--- config.mk ---
export PLATFORM = sky130hd
export DESIGN_NAME = rf_write_sched
export DESIGN_NICKNAME = d
export VERILOG_FILES = /design/src/rtl/rf_write_sched.sv
export SDC_FILE = /design/constraint.sdc
export NUM_CORES = 1
export LEC_CHECK = 0
export ABC_CLOCK_PERIOD_IN_PS = 3800
export BUFFER_PORTS_ARGS = -buffer_cell sky130_fd_sc_hd__buf_2
export CORE_ASPECT_RATIO = 0.8
export CORE_MARGIN = 2
export CORE_UTILIZATION = 54
export DETAILED_ROUTE_END_ITERATION = 10
export GPL_TIMING_DRIVEN = 0
export PLACE_DENSITY_LB_ADDON = 0.3
export SLEW_MARGIN = 10
export SYNTH_ARGS = -nofsm -noshare
export SYNTH_HDL_FRONTEND = slang
export SYNTH_SLANG_ARGS = --single-unit
--- constraint.sdc ---
create_clock -name clk -period 3.8 [get_ports clk]
set_clock_uncertainty 0.1 [all_clocks]
set_input_delay 0.19 -clock clk [delete_from_list [all_inputs] [get_ports clk]]
set_output_delay 0.19 -clock clk [all_outputs]
set_load 0.1 [all_outputs]
--- src/rtl/rf_write_sched.sv ---
// Register-file write-port scheduler: WB has priority, MDU results queue in a FIFO.
// Busy scoreboard tracks in-flight MDU destinations and drives the ID stall.
module rf_write_sched #(
  parameter int DATA_W    = 32,
  parameter int ADDR_W    = 5,
  parameter int BUF_DEPTH = 2,
  parameter int MAX_OUTST = 4
) (
  input  logic                     clk,
  input  logic                     reset,
  input  logic                     issue_valid,
  input  logic [ADDR_W-1:0]        issue_rs,
  input  logic [ADDR_W-1:0]        issue_rt,
  input  logic                     issue_we,
  input  logic                     issue_mdu,
  input  logic [ADDR_W-1:0]        issue_rd,
  output logic                     stall,
  input  logic                     wb_regwrite,
  input  logic [ADDR_W-1:0]        wb_addr,
  input  logic [DATA_W-1:0]        wb_data,
  input  logic                     mdu_valid,
  input  logic [ADDR_W-1:0]        mdu_addr,
  input  logic [DATA_W-1:0]        mdu_data,
  output logic                     mdu_ready,
  output logic                     rf_we,
  output logic [ADDR_W-1:0]        rf_waddr,
  output logic [DATA_W-1:0]        rf_wdata,
  output logic [(1<<ADDR_W)-1:0]   busy
);

  localparam int NREG = 1 << ADDR_W;
  localparam int PW   = $clog2(BUF_DEPTH);
  localparam int CW   = $clog2(BUF_DEPTH + 1);
  localparam int OW   = $clog2(MAX_OUTST + 1);

  localparam logic [CW-1:0] CFULL = CW'(BUF_DEPTH);
  localparam logic [OW-1:0] OMAX  = OW'(MAX_OUTST);

  logic [ADDR_W-1:0] fa_q [BUF_DEPTH];
  logic [ADDR_W-1:0] fa_d [BUF_DEPTH];
  logic [DATA_W-1:0] fd_q [BUF_DEPTH];
  logic [DATA_W-1:0] fd_d [BUF_DEPTH];

  logic [PW-1:0]     wptr_q, wptr_d;
  logic [PW-1:0]     rptr_q, rptr_d;
  logic [CW-1:0]     count_q, count_d;
  logic [OW-1:0]     outst_q, outst_d;
  logic [NREG-1:0]   busy_q, busy_d;
  logic              rf_we_q, rf_we_d;
  logic [ADDR_W-1:0] rf_waddr_q, rf_waddr_d;
  logic [DATA_W-1:0] rf_wdata_q, rf_wdata_d;

  logic              wb_req;
  logic              acc;
  logic              push;
  logic              disc;
  logic              pop;
  logic              mdu_iss;
  logic [ADDR_W-1:0] head_addr;
  logic [DATA_W-1:0] head_data;

  always_comb begin
    wb_req    = wb_regwrite && (wb_addr != '0);
    mdu_ready = !reset && (count_q != CFULL);
    acc       = mdu_valid && mdu_ready;
    push      = acc && (mdu_addr != '0);
    disc      = acc && (mdu_addr == '0);
    pop       = !wb_req && (count_q != '0);
    head_addr = fa_q[rptr_q];
    head_data = fd_q[rptr_q];

    // A full FIFO stalls everything so bubbles let it drain past WB
    stall = issue_valid && (busy_q[issue_rs] || busy_q[issue_rt] ||
            (issue_we && busy_q[issue_rd]) ||
            (issue_mdu && (outst_q == OMAX)) ||
            (count_q == CFULL));
    mdu_iss = issue_valid && issue_mdu && !stall;
  end

  always_comb begin
    fa_d       = fa_q;
    fd_d       = fd_q;
    wptr_d     = wptr_q;
    rptr_d     = rptr_q;
    count_d    = count_q;
    outst_d    = outst_q;
    busy_d     = busy_q;
    rf_we_d    = 1'b0;
    rf_waddr_d = rf_waddr_q;
    rf_wdata_d = rf_wdata_q;

    if (push) begin
      fa_d[wptr_q] = mdu_addr;
      fd_d[wptr_q] = mdu_data;
      wptr_d       = wptr_q + PW'(1);
    end
    if (pop) begin
      rptr_d = rptr_q + PW'(1);
    end
    count_d = count_q + CW'(push) - CW'(pop);
    outst_d = outst_q + OW'(mdu_iss) - OW'(pop) - OW'(disc);

    if (wb_req) begin
      rf_we_d    = 1'b1;
      rf_waddr_d = wb_addr;
      rf_wdata_d = wb_data;
    end else if (pop) begin
      rf_we_d    = 1'b1;
      rf_waddr_d = head_addr;
      rf_wdata_d = head_data;
    end

    // Clear before set so a same-bit collision keeps the bit set
    if (pop) begin
      busy_d[head_addr] = 1'b0;
    end
    if (mdu_iss) begin
      busy_d[issue_rd] = 1'b1;
    end
    busy_d[0] = 1'b0;
  end

  always_ff @(posedge clk) begin
    if (reset) begin
      wptr_q     <= '0;
      rptr_q     <= '0;
      count_q    <= '0;
      outst_q    <= '0;
      busy_q     <= '0;
      rf_we_q    <= 1'b0;
      rf_waddr_q <= '0;
      rf_wdata_q <= '0;
    end else begin
      wptr_q     <= wptr_d;
      rptr_q     <= rptr_d;
      count_q    <= count_d;
      outst_q    <= outst_d;
      busy_q     <= busy_d;
      rf_we_q    <= rf_we_d;
      rf_waddr_q <= rf_waddr_d;
      rf_wdata_q <= rf_wdata_d;
    end
  end

  always_ff @(posedge clk) begin
    fa_q <= fa_d;
    fd_q <= fd_d;
  end

  assign rf_we    = rf_we_q;
  assign rf_waddr = rf_waddr_q;
  assign rf_wdata = rf_wdata_q;
  assign busy     = busy_q;

endmodule

### Word level (Yosys, flattened, before mapping)

Cells that the tools add are included.

| storage, ports and cells | value |
|---|---|
| memories kept | 0 |
| flip-flop bits (word level) | 151 |
| bits in writable memories | 0 |
| ROM bits | 0 |
| latch bits | 0 |

| cells by class | value |
|---|---|
| bitwise operators | 5 |
| equal/unequal tests | 3 |
| reduce and logical (&&, ||, !) cells | 26 |
| divide/modulo/power cells | 0 |
| $add $sub $neg | 7 |
| multipliers | 0 |
| magnitude comparators | 9 |
| shifts and indexed selects | 0 |
| multiplexer cells | 30 |

Operator list:

| operator | number |
|---|---|
| $mux W32 | 8 |
| $bwmux W64 | 1 |
| $and A32 B32 Y32 | 1 |
| $demux W32 S1 | 1 |
| $not A32 Y32 | 1 |
| $or A32 B32 Y32 | 1 |
| $mux W5 | 6 |
| $lt A5 B6 Y1 const B | 4 |
| $bmux W1 S5 | 3 |
| $logic_and A1 B1 Y1 | 14 |
| $bwmux W10 | 1 |
| $demux W1 S5 | 2 |
| $ge A5 B1 Y1 const B | 2 |
| $reduce_bool A5 Y1 | 2 |
| $mux W1 | 7 |
| $sub A3 B1 Y3 | 2 |
| $demux W5 S1 | 1 |
| $logic_not A5 Y1 | 1 |
| $ge A2 B2 Y1 const B | 2 |
| $logic_or A1 B1 Y1 | 4 |
| $not A1 Y2 | 2 |
| $reduce_bool A2 Y1 | 2 |
| $add A3 B1 Y3 | 1 |
| $eq A3 B3 Y1 const B | 1 |
| other kinds (7) | 10 |

### Depth between registers and ports, before layout

Gate-level depths: netlist of run 1.

| depth | value |
|---|---|
| depth in word-level cells | 13 |
| mapped depth | 12 |

### Least setup slack after synthesis of run 1

Ideal clock, no wire load.

| path | value |
|---|---|
| path kind | register to register |
| start point | register count_q[1] |
| end point | register fa_q[0] (netlist bit), enable pin |
| arrival | 3808 ps |
| cell stages (with the launch flop) | 5 |
| slack | -539 ps |
| buffers on the path | 0 |
| setup time | 431 ps |
| data required time | 3269 ps |
| cells stage by stage | dfxtp_1 -> nor2b_1 -> nor2_1 -> nand3b_1 -> nor2_1 |

| between the ends | value |
|---|---|
| longest elaborated chain between the ends | 4 |

RTL lines:

| element | RTL line | RTL |
|---|---|---|
| start, declared | 46 | `logic [CW-1:0] count_q, count_d;` |
| start signal, assigned | 136 | `count_q <= count_d;` |
| $ne A2 B2 Y1 | 64 | `mdu_ready = !reset && (count_q != CFULL);` |
| $logic_and A1 B1 Y1 | 64 |  |
| net mdu_ready | 24 | `output logic mdu_ready,` |
| $logic_and A1 B1 Y1 | 65 | `acc = mdu_valid && mdu_ready;` |
| $logic_and A1 B1 Y1 | 66 | `push = acc && (mdu_addr != '0);` |
| end signal, assigned | 146 | `fa_q <= fa_d;` |
| end, declared | 39 | `logic [ADDR_W-1:0] fa_q [BUF_DEPTH];` |

The timed path passes the listed nets, and every way through them passes these cells.
A chain may end at the register's enable or synchronous reset.

### Worst setup path in the final report of run 1

| path | value |
|---|---|
| start point | register busy_q[7], in the netlist busy[7] |
| end point | output stall |

| between the ends | value |
|---|---|
| longest elaborated chain between the ends | 7 |

RTL lines:

| element | RTL line | RTL |
|---|---|---|
| start, declared | 48 | `logic [NREG-1:0] busy_q, busy_d;` |
| start signal, assigned | 138 | `busy_q <= busy_d;` |
| $bmux W1 S5 (on tied branches) | 73, 74 |  |
| $mux W1 (on tied branches) | 73, 74 |  |
| $logic_or A1 B1 Y1 or $logic_and A1 B1 Y1 (tied branches) | 73, 74 |  |
| $logic_or A1 B1 Y1 (*) | 73 | `stall = issue_valid && (busy_q[issue_rs] \|\| busy_q[issue_rt] \|\|` |
| $logic_or A1 B1 Y1 (*) | 74 | `(issue_we && busy_q[issue_rd]) \|\|` |
| $logic_or A1 B1 Y1 (*) | 75 | `(issue_mdu && (outst_q == OMAX)) \|\|` |
| $logic_and A1 B1 Y1 (*) | 73 |  |
| end, declared | 17 | `output logic stall,` |

Mark *: on every way between the ends. The rest lies on a longest branch, timed or not. The select of a mux whose other input is x is not followed.

==> results of run 1 <==
==> flip-flops by register name (all words and copies together), names as in the netlist <==
| register | count |
|---|---|
| rf_waddr | 5 |
| rf_we | 1 |
| rptr_q | 1 |
| wptr_q | 1 |
| busy | 31 |
| count_q | 2 |
| outst_q | 3 |
| fa_q | 10 |
| fd_q | 64 |
| rf_wdata | 32 |
==> metal layers <==
| metal | vias up | routed length, um | share of wire |
|---|---|---|---|
| li1 | 2923 | - | - |
| met1 | 3161 | 9060 | 0.41 |
| met2 | 390 | 10200 | 0.46 |
| met3 | 65 | 2130 | 0.097 |
| met4 | 2 | 670 | 0.030 |
| met5 | - | 11 | 0.00050 |
==> path summary, 6_finish.rpt <==
kind	from	endpoint	slack, ns
worst max-delay path	busy[7]	stall	0.68
worst min-delay path	issue_rd[2]	busy[13]	0.10
worst max register to register	busy[26]	outst_q[1]	1.04
worst min register to register	rf_wdata[13]	rf_wdata[13]	0.48
==> layout by cell type (no fill, tap or decap), drive strengths merged, types with 4 or more instances in the layout <==
master and instances:
nand2b 7, nor2b 20, mux2 9, clkbuf 53, o21ai 34, nand3 7
nand2 89, mux2i 47, mux4 16, inv 14, ha 5, or2 6
o41ai 26, edfxtp 74, xnor2 4, dfxtp 76, a21oi 39, nor2 18
dlygate4sd3 80, and2b 20, clkinv 7, o31ai 6, buf 174, o211ai 38
==> logic make-up (layout without fill, tap and decap cells) <==
group,after synthesis,count (layout),share of synthesized area
simple gates,189,189,0.137
compound gates,160,160,0.154
flops,150,150,0.516
mux,72,72,0.129
buf+inv,60,331,0.0447
fa+ha+maj,6,6,0.0114
xor+xnor,6,6,0.00725
other cells,1,2,0.000517
==> final cells by class <==
| cell class | count | area share |
|---|---|---|
| Tap cell | 175 | 0.0226 |
| Buffer | 50 | 0.0296 |
| Inverter | 10 | 0.00387 |
| Clock buffer | 20 | 0.0483 |
| Timing Repair Buffer | 239 | 0.169 |
| Antenna cell | 1 | 0.000258 |
| Sequential cell | 150 | 0.386 |
| Clock inverter | 12 | 0.00968 |
| Multi-Input combinational cell | 434 | 0.330 |
==> critical path: cells and delay by family, from the launching register on <==
| family | cells | cell delay, ns |
|---|---|---|
| compound gates | 1 | 0.17 |
| simple gates | 2 | 0.54 |
| mux | 2 | 0.59 |
| flops | 1 | 0.42 |
| buf+inv | 2 | 0.68 |
==> per-stage QoR <==
step | hold WS [ns] | cells | worst slack, ns
final | 0.100 | 1091 | 0.679
after global placement | 0.278 | 976 | -0.0516
after global routing | 0.131 | 1091 | 0.526
after floorplan | 0.189 | 644 | -0.539
after CTS | 0.0780 | 1090 | 0.674
after detailed placement | 0.282 | 978 | 0.901
==> cell usage after synthesis, types with 3 or more instances <==
master / number / area, um^2
edfxtp_1: 74 / 2220
dfxtp_1: 76 / 1520
inv_1: 10 / 37.5
o32ai_1: 3 / 26.3
mux2_2: 9 / 101
buf_6: 5 / 56.3
o21ai_0: 33 / 165
mux4_2: 15 / 338
o41ai_1: 23 / 201
nand3_1: 7 / 35.0
buf_4: 3 / 22.5
clkbuf_1: 28 / 105
o211ai_1: 37 / 278
and2b_2: 19 / 166
a21oi_1: 39 / 195
nor2_1: 18 / 67.6
xnor2_1: 4 / 35.0
o31ai_1: 6 / 45.0
nand2_1: 89 / 334
nand2b_1: 7 / 43.8
buf_2: 5 / 25.0
ha_1: 5 / 62.6
or2_2: 6 / 37.5
or2b_2: 3 / 26.3
nor3_1: 3 / 15.0
mux2i_1: 47 / 470
nor2b_1: 19 / 119
==> power groups by stage <==
stage / Clock [uW] / Combinational [uW] / Sequential (uW)
2_1_floorplan: 0 / 804 / 2450
3_3_place_gp: 0 / 1650 / 1950
3_5_place_dp: 0 / 1710 / 1950
4_1_cts: 1590 / 1800 / 1920
5_1_grt: 1670 / 1950 / 1940
6_report: 1590 / 1840 / 1920
==> flow_metrics.py, run 1 <==
metrics = {
    "yosys": {
        "async_reset_ff_frac": 0,
        "ys_seq_elements": 150,
        "syn_nets": 746,
        "syn-mean-instance-area_um2": 11.3,
        "synthFlopType": "dfxtp_1",
        "yosys_warnings": 0,
        "synth_edf_count": 74,
        "synth_seq_area_share": 0.516,
        "synthDistinctLibCells": 65,
        "syn_area_um2": 7250,
        "syn_inst": 644,
    },
    "setup_path": {
        "reg2reg_depth": 9,
        "crit_path_frequent_cell": "buf_2",
        "crit_path_cell_trace": "mux2i_1, mux4_2, or3_1, nand4_2, buf_2, o21a_1, buf_2",
        "cp.arrival_ns": 2.83,
        "slowest_stage": "mux4_2",
        "endpoint_kind": "output pin",
        "start_kind": "flip-flop",
        "max_stage_delay_ns": 0.49,
        "worstPathRequired_ns": 3.51,
        "critical_path_class": "reg -> out",
        "cp_max_fo": 10,
    },
    "cells_and_area": {
        "fill_cells": 855,
        "drive_above_1_share": 0.302,
        "seqCellArea_um2": 3740,
        "final_area_um2": 9690,
        "multi_input_area_um2": 3200,
        "area_delta_synth_final_pct": 33.6,
        "fin_nets": 1004,
        "finish.utilization": 0.748,
    },
    "power": {
        "clkPwrFrac": 0.297,
        "p_sw_uw": 2080,
        "combinationalPowerShare": 0.344,
        "p_leak_uw": 0.00386,
        "power_density_nw_per_um2": 552,
        "max-vdd-ir-drop_mv": 0.392,
        "p_seq_frac": 0.360,
        "power_uw": 5350,
        "p_int_uw": 3270,
        "switching_share": 0.389,
    },
    "detailed_routing": {
        "drtIter0Drc": 688,
        "vias_per_cell": 6.00,
        "drcViolationCount": 0,
        "wl_per_cell_um": 20.2,
        "vias": 6541,
        "drtAntennaViolNets": 0,
        "firstDrtPassIters": 5,
        "wl_um": 22100,
    },
    "global_route": {
        "grtUsageMet2": 0.492,
        "first_global_vias": 6575,
        "grt_max_degree": 21,
        "grt_use_met1": 0.414,
        "met3_usage": 0.0862,
        "overflow": 0,
        "grt.busiest_layer": "met2",
        "grt_pass1_wl_um": 34600,
        "grtUsageTotal": 0.315,
        "grt_antenna_before_repair": 2,
    },
    "cts": {
        "clk_pin_slew_ns": 0.06,
        "cts_tree": "built",
        "cts.repair.resized": 0,
        "cts-root-buf": "clkbuf_16",
        "cts_sinks": 150,
        "insertion_delay_ns": 0.43,
        "clock_path_buffers": 2,
        "cts_hold_buf": 80,
        "cts_inserted_buffers": 17,
        "htree_levels": 4,
        "cts_setup_buffers": 0,
    },
    "timing": {
        "layout_min_cycle_time_ns": 3.12,
        "finalSetupTns_ns": 0,
        "hold_violations": 0,
        "worstMarginPinSlew_ns": 0.811,
        "fmax_mhz": 320,
        "max-slew-margin-rel": 0.459,
        "rsz0062_at_grt": "false",
        "slew_viol_final": 0,
        "setup_viol": 0,
        "fin_crit_sh": 0.821,
    },
    "place": {
        "place.gp.congestion": 0.999,
        "place_hpwl_um": 15000,
        "post_dp_cell_area_um2": 8330,
        "port_buffers": 157,
    },
    "die": {
        "fp.dieW_um": 134,
        "rows": 37,
        "core-area_um2": 13000,
        "io_pins": 168,
        "die-area_um2": 14400,
        "dieHeight_um": 108,
        "start_util": 0.559,
    },
    "job": {
        "maxCapViolations": 0,
    },
    "hold_path": {
        "min_path_cells": 3,
        "min-delay-path-class": "in -> reg",
    },
    "status": {
        "status": "complete, no violations",
    },
}
Power figures use the tool's default switching activity.
==> run 2: changes to the inputs <==
--- a/config.mk
+++ b/config.mk
@@ -5,11 +5,12 @@
 export SDC_FILE = /design/constraint.sdc
 export NUM_CORES = 1
 export LEC_CHECK = 0
-export ABC_CLOCK_PERIOD_IN_PS = 3800
+export ABC_AREA = 1
+export ABC_CLOCK_PERIOD_IN_PS = 2500
 export BUFFER_PORTS_ARGS = -buffer_cell sky130_fd_sc_hd__buf_2
 export CORE_ASPECT_RATIO = 0.8
 export CORE_MARGIN = 2
-export CORE_UTILIZATION = 54
+export CORE_UTILIZATION = 49
 export DETAILED_ROUTE_END_ITERATION = 10
 export GPL_TIMING_DRIVEN = 0
 export PLACE_DENSITY_LB_ADDON = 0.3
==> constraint.sdc (replaced) <==
create_clock -name clk -period 2.5 [get_ports clk]
set_clock_uncertainty 0.1 [all_clocks]
set_input_delay 0.125 -clock clk [delete_from_list [all_inputs] [get_ports clk]]
set_output_delay 0.125 -clock clk [all_outputs]
set_load 0.1 [all_outputs]
==> flow_metrics.py, run 2 <==
metrics = {
    "timing": {
        "layout_min_cycle_time_ns": 2.36,
        "worstMarginPinSlew_ns": 1.16,
        "whs_ns": 0.00975,
        "max-slew-margin-rel": 0.222,
        "slew_viol_final": 0,
        "setup_viol": 0,
        "fin_crit_sh": 0.944,
        "fmax_mhz": 424,
        "hold_violations": 0,
    },
    "detailed_routing": {
        "vias_per_cell": 5.47,
        "drtAntennaViolNets": 0,
        "wl_per_cell_um": 16.6,
        "drtIter0Drc": 867,
        "drcViolationCount": 0,
        "vias": 7259,
        "wl_um": 22100,
        "firstDrtPassIters": 5,
    },
    "cts": {
        "cts-root-buf": "clkbuf_16",
        "htree_levels": 4,
        "clock_path_buffers": 2,
        "cts_tree": "built",
        "cts_inserted_buffers": 17,
        "cts_sinks": 150,
        "insertion_delay_ns": 0.42,
        "clk_pin_slew_ns": 0.06,
    },
    "cells_and_area": {
        "area_delta_synth_final_pct": 34.8,
        "fin_nets": 1233,
        "num_antenna_cells": 0,
        "top_register": "fd_q",
        "final_area_um2": 9740,
        "layout_commonest_cell": "nand2_1",
        "fill_cells": 1162,
        "drive_above_1_share": 0.260,
        "largest_reg_flops": 64,
        "layout_common_cells": "nand2_1 (241), buf_2 (170), edfxtp_1 (74), dlygate4sd3_1 (74), nand3_1 (70)",
    },
    "yosys": {
        "synth_commonest_cells": "nand2_1 (241), inv_1 (81), dfxtp_1 (76)",
        "synthMuxAreaShare": 0.00139,
        "yosys_warnings": 0,
        "post-synth-top-area-cell": "edfxtp_1",
        "syn_area_um2": 7220,
        "synth_xor_area_frac": 0.00243,
        "synth_seq_area_share": 0.518,
        "async_reset_ff_frac": 0,
        "syn-mean-instance-area_um2": 8.22,
        "synthDistinctLibCells": 38,
        "yosysMostFrequentCell": "nand2_1",
        "synthFlopType": "dfxtp_1",
        "synth-adder-area-share": 0.0114,
        "yosysTopAreaCellShare": 0.308,
        "synth_compound_area_frac": 0.121,
        "ys_top_cells_by_area": "edfxtp_1 (31%), dfxtp_1 (21%), nand2_1 (13%), nand3_1 (4.9%), inv_1 (4.2%)",
        "synthSimpleGateAreaFrac": 0.258,
        "synth_top_family_by_area": "simple AND/OR/NAND/NOR gates",
        "syn_inst": 878,
        "ys_seq_elements": 150,
        "synth_edf_count": 74,
        "syn_nets": 980,
    },
    "status": {
        "status": "complete, no violations",
    },
    "global_route": {
        "grt_use_met1": 0.395,
        "grt_max_degree": 39,
        "grt_antenna_before_repair": 0,
        "grt_pass1_wl_um": 34700,
        "grtUsageTotal": 0.279,
        "first_global_vias": 6676,
        "overflow": 0,
        "grtUsageMet2": 0.420,
        "grt.busiest_layer": "met2",
        "met3_usage": 0.0772,
    },
    "die": {
        "fp.dieW_um": 140,
        "rows": 39,
        "core-area_um2": 14300,
        "start_util": 0.503,
        "io_pins": 168,
        "dieHeight_um": 113,
        "die-area_um2": 15700,
    },
    "power": {
        "max-vdd-ir-drop_mv": 0.646,
        "power_density_nw_per_um2": 849,
        "p_leak_uw": 0.00420,
    },
    "job": {
        "maxCapViolations": 0,
    },
    "place": {
        "post_dp_cell_area_um2": 8420,
        "place.gp.congestion": 1.02,
        "port_buffers": 160,
        "place_hpwl_um": 15100,
    },
    "setup_path": {
        "cp.arrival_ns": 2.61,
        "critical_path_class": "reg -> reg",
        "cp_max_fo": 11,
        "endpoint_kind": "flip-flop",
        "start_kind": "flip-flop",
        "worstPathRequired_ns": 2.75,
    },
    "hold_path": {
        "min-delay-path-class": "in -> reg",
    },
}
run 2: power by group:
| group | internal, uW | switching (uW) | leakage, uW |
|---|---|---|---|
| sequential | 2820 | 113 | 0.00132 |
| combinational | 700 | 2200 | 0.00261 |
| clock | 1400 | 1030 | 0.000266 |
run 2: final cells by class:
type,count,area [um^2],area share
clock inverters,13,121,0.0125
clock buffers,19,443,0.0455
well taps,184,230,0.0236
flip-flops and latches,150,3860,0.396
inverters,85,328,0.0337
repair buffers,234,1540,0.158
plain buffers,48,302,0.0310
multi-input cells,595,2910,0.299
run 2: per-layer routing:
metal | share of wire | routed length, um | vias to the layer above
li1 | - | - | 3487
met1 | 0.43 | 9380 | 3330
met2 | 0.45 | 9970 | 402
met3 | 0.10 | 2270 | 40
met4 | 0.020 | 436 | 0
met5 | 0 | 0 | -
run 2: cell families (layout without fill, tap and decap cells):
kind of cell    count (synthesis)  after routing
fa+ha+maj                       6              6
xor+xnor                        2              2
simple gates                  435            435
buf+inv                       133            399
flops                         150            150
compound gates                150            150
other cells                     1              1
mux                             1              1
run 2: critical path: stages, from the launching register on:
cell and delay, ns:
dfxtp_1 0.33, nor2_1 0.15, inv_1 0.05, nand2_1 0.10, inv_1 0.09, buf_4 0.20
fa_1 0.40, ha_1 0.28, inv_1 0.09, ha_4 0.14, xor2_2 0.16, o21ai_1 0.07
a21oi_1 0.12
run 2: worst paths after layout:
path                            cells after the start  slack [ns]        from          to
worst min-delay path                                4        0.01    issue_we    busy[31]
worst max register to register                     12        0.14  count_q[1]  outst_q[2]
worst min register to register                      1        0.38  count_q[1]  count_q[1]
worst max-delay path                               12        0.14  count_q[1]  outst_q[2]
run 2: repair_timing:
| item | CTS | global route |
|---|---|---|
| buffers inserted | 0 | 0 |
| hold endpoints to repair | 109 | 0 |
| gates resized for setup | 1 | 5 |
| pin swaps | 0 | 1 |
| hold buffers | 74 | 0 |
| cloned | 0 | 0 |
| setup endpoints to repair | 2 | 36 |
run 2: metrics by stage:
step | total power (uW) | utilization | setup WS (ns) | instances | TNS, ns
global placement | 5670 | 0.587 | -0.403 | 1222 | -0.876
CTS | 8220 | 0.678 | 0.0168 | 1328 | 0
detailed placement | 5720 | 0.587 | -0.488 | 1222 | -1.13
floorplan | 5060 | - | -0.211 | 878 | -0.263
finish | 8270 | 0.679 | 0.139 | 1328 | 0
global route | 8640 | 0.679 | -0.0128 | 1328 | -0.0128
==> run 3: changes to the inputs <==
==> constraint.sdc (replaced) <==
create_clock -name clk -period 2.5 [get_ports clk]
set_clock_uncertainty 0.1 [all_clocks]
set_input_delay 0.5 -clock clk [delete_from_list [all_inputs] [get_ports clk]]
set_output_delay 0.5 -clock clk [all_outputs]
set_load 0.1 [all_outputs]
==> flow_metrics.py, run 3 (synthesized netlist as in run 2, its figures left out) <==
metrics = {
    "global_route": {
        "grtUsageTotal": 0.272,
        "grt_max_degree": 39,
        "overflow": 0,
        "grt_pass1_wl_um": 33500,
        "grt_antenna_before_repair": 0,
        "first_global_vias": 6277,
    },
    "setup_path": {
        "start_kind": "input port",
        "endpoint_kind": "output pin",
        "worstPathRequired_ns": 1.90,
        "slowest_stage": "clkinvlp_4",
        "crit_path_end": "stall",
        "critical_path_class": "in -> out",
        "crit_path_frequent_cell": "nand3_1",
        "reg2reg_depth": 12,
        "cp.arrival_ns": 1.89,
        "crit_start": "issue_rt[1]",
        "crit_path_cell_trace": "buf_4, clkinvlp_4, nand3_1, nand3_1, nand3_1, nand2_1, nand2_2, nand2_2, nor2_4, a21boi_4, buf_12",
        "r2r-end": "outst_q[2]",
        "cp_max_fo": 9,
        "rrSetupSlack_ns": 0.15,
        "r2r-start": "count_q[1]",
        "max_stage_delay_ns": 0.21,
    },
    "cts": {
        "cts_inserted_buffers": 17,
        "htree_levels": 4,
        "clock_path_buffers": 2,
        "clk_pin_slew_ns": 0.06,
        "cts-root-buf": "clkbuf_16",
        "cts_tree": "built",
        "cts_sinks": 150,
        "insertion_delay_ns": 0.41,
        "cts_hold_buf": 0,
    },
    "timing": {
        "postLayoutSetupSlackWorst_ns": 0.0107,
        "layout_min_cycle_time_ns": 2.49,
        "slew_viol_final": 0,
        "fin_crit_sh": 0.996,
        "finalSetupTns_ns": 0,
        "worstMarginPinSlew_ns": 1.16,
        "setup_viol": 0,
        "rsz0062_at_grt": "true",
        "fmax_mhz": 402,
        "hold_violations": 0,
        "max-slew-margin-rel": 0.224,
    },
    "place": {
        "place_hpwl_um": 15300,
        "dp_slack_ns": -0.919,
        "place.gp.congestion": 0.967,
        "port_buffers": 160,
    },
    "power": {
        "p_leak_uw": 0.00396,
        "max-vdd-ir-drop_mv": 0.734,
        "power_density_nw_per_um2": 934,
        "power_uw": 8560,
    },
    "cells_and_area": {
        "layout_commonest_cell": "nand2_1",
        "num_antenna_cells": 0,
        "top_register": "fd_q",
        "largest_reg_flops": 64,
        "drive_above_1_share": 0.287,
        "finish.utilization": 0.639,
        "fin_nets": 1164,
        "layout_common_cells": "nand2_1 (238), buf_2 (168), edfxtp_1 (74), nand3_1 (70), inv_1 (66)",
        "area_delta_synth_final_pct": 26.9,
        "fill_cells": 1233,
    },
    "detailed_routing": {
        "drtIter0Drc": 706,
        "vias": 6954,
        "drtAntennaViolNets": 0,
        "firstDrtPassIters": 6,
        "drcViolationCount": 0,
        "wl_per_cell_um": 16.9,
        "wl_um": 21300,
        "vias_per_cell": 5.52,
    },
    "die": {
        "fp.dieW_um": 140,
        "dieHeight_um": 113,
        "io_pins": 168,
        "core-area_um2": 14300,
        "rows": 39,
        "die-area_um2": 15700,
        "start_util": 0.503,
    },
    "hold_path": {
        "min-delay-path-class": "in -> reg",
    },
    "status": {
        "status": "complete, no violations",
    },
    "job": {
        "maxCapViolations": 0,
    },
}
## run 3: what timing repair did
item                       in CTS  in global routing
buffers inserted                2                  2
setup endpoints to repair       5                 47
pin swaps                       2                  7
gates cloned                    0                  1
resized for setup              12                 33
## run 3: worst max-delay path, delay by kind of cell
family	cells	cell delay (ns)
compound gates	1	0.10
simple gates	7	0.72
buf+inv	3	0.56
## run 3: worst min-delay path by stage
stage	depth (start not counted)	from	slack, ns	to
after floorplan	1	outst_q[2]	0.33	outst_q[2]
after global placement	1	outst_q[2]	0.35	outst_q[2]
after detailed placement	2	rf_wdata[22]	0.37	rf_wdata[22]
after CTS	1	mdu_data[24]	0.16	fd_q[24]
after global routing	1	mdu_data[22]	0.16	fd_q[22]
final	1	mdu_data[10]	0.17	fd_q[10]
## run 3: through the flow
| stage | hold slack, ns | area, um^2 | instances |
|---|---|---|---|
| floorplan | 0.331 | 7370 | 878 |
| global placement | 0.350 | 8400 | 1222 |
| detailed placement | 0.369 | 8400 | 1222 |
| CTS | 0.163 | 9090 | 1256 |
| global route | 0.160 | 9160 | 1259 |
| finish | 0.174 | 9160 | 1259 |
## run 3: layout make-up
cell class	instances	area, um^2	area share
clock buffer	19	443	0.0483
buffer	48	320	0.0350
multi-input combinational	596	2950	0.322
timing repair buffer	164	846	0.0923
sequential	150	3840	0.419
clock inverter	13	196	0.0214
tap	184	230	0.0251
inverter	85	338	0.0369
## run 3: metal layers
| metal | up-vias | share of wire | routed length [um] | global-route usage |
|---|---|---|---|---|
| li1 | 3342 | - | - | - |
| met1 | 3235 | 0.44 | 9470 | 0.399 |
| met2 | 352 | 0.44 | 9310 | 0.407 |
| met3 | 25 | 0.11 | 2260 | 0.0708 |
| met4 | 0 | 0.012 | 260 | 0.0613 |
| met5 | - | 0 | 0 | 0 |
## run 3: report_power, final
part	switching, uW	internal, uW
registers	113	2830
clock network	1020	1720
logic	2200	681
total	3330	5220
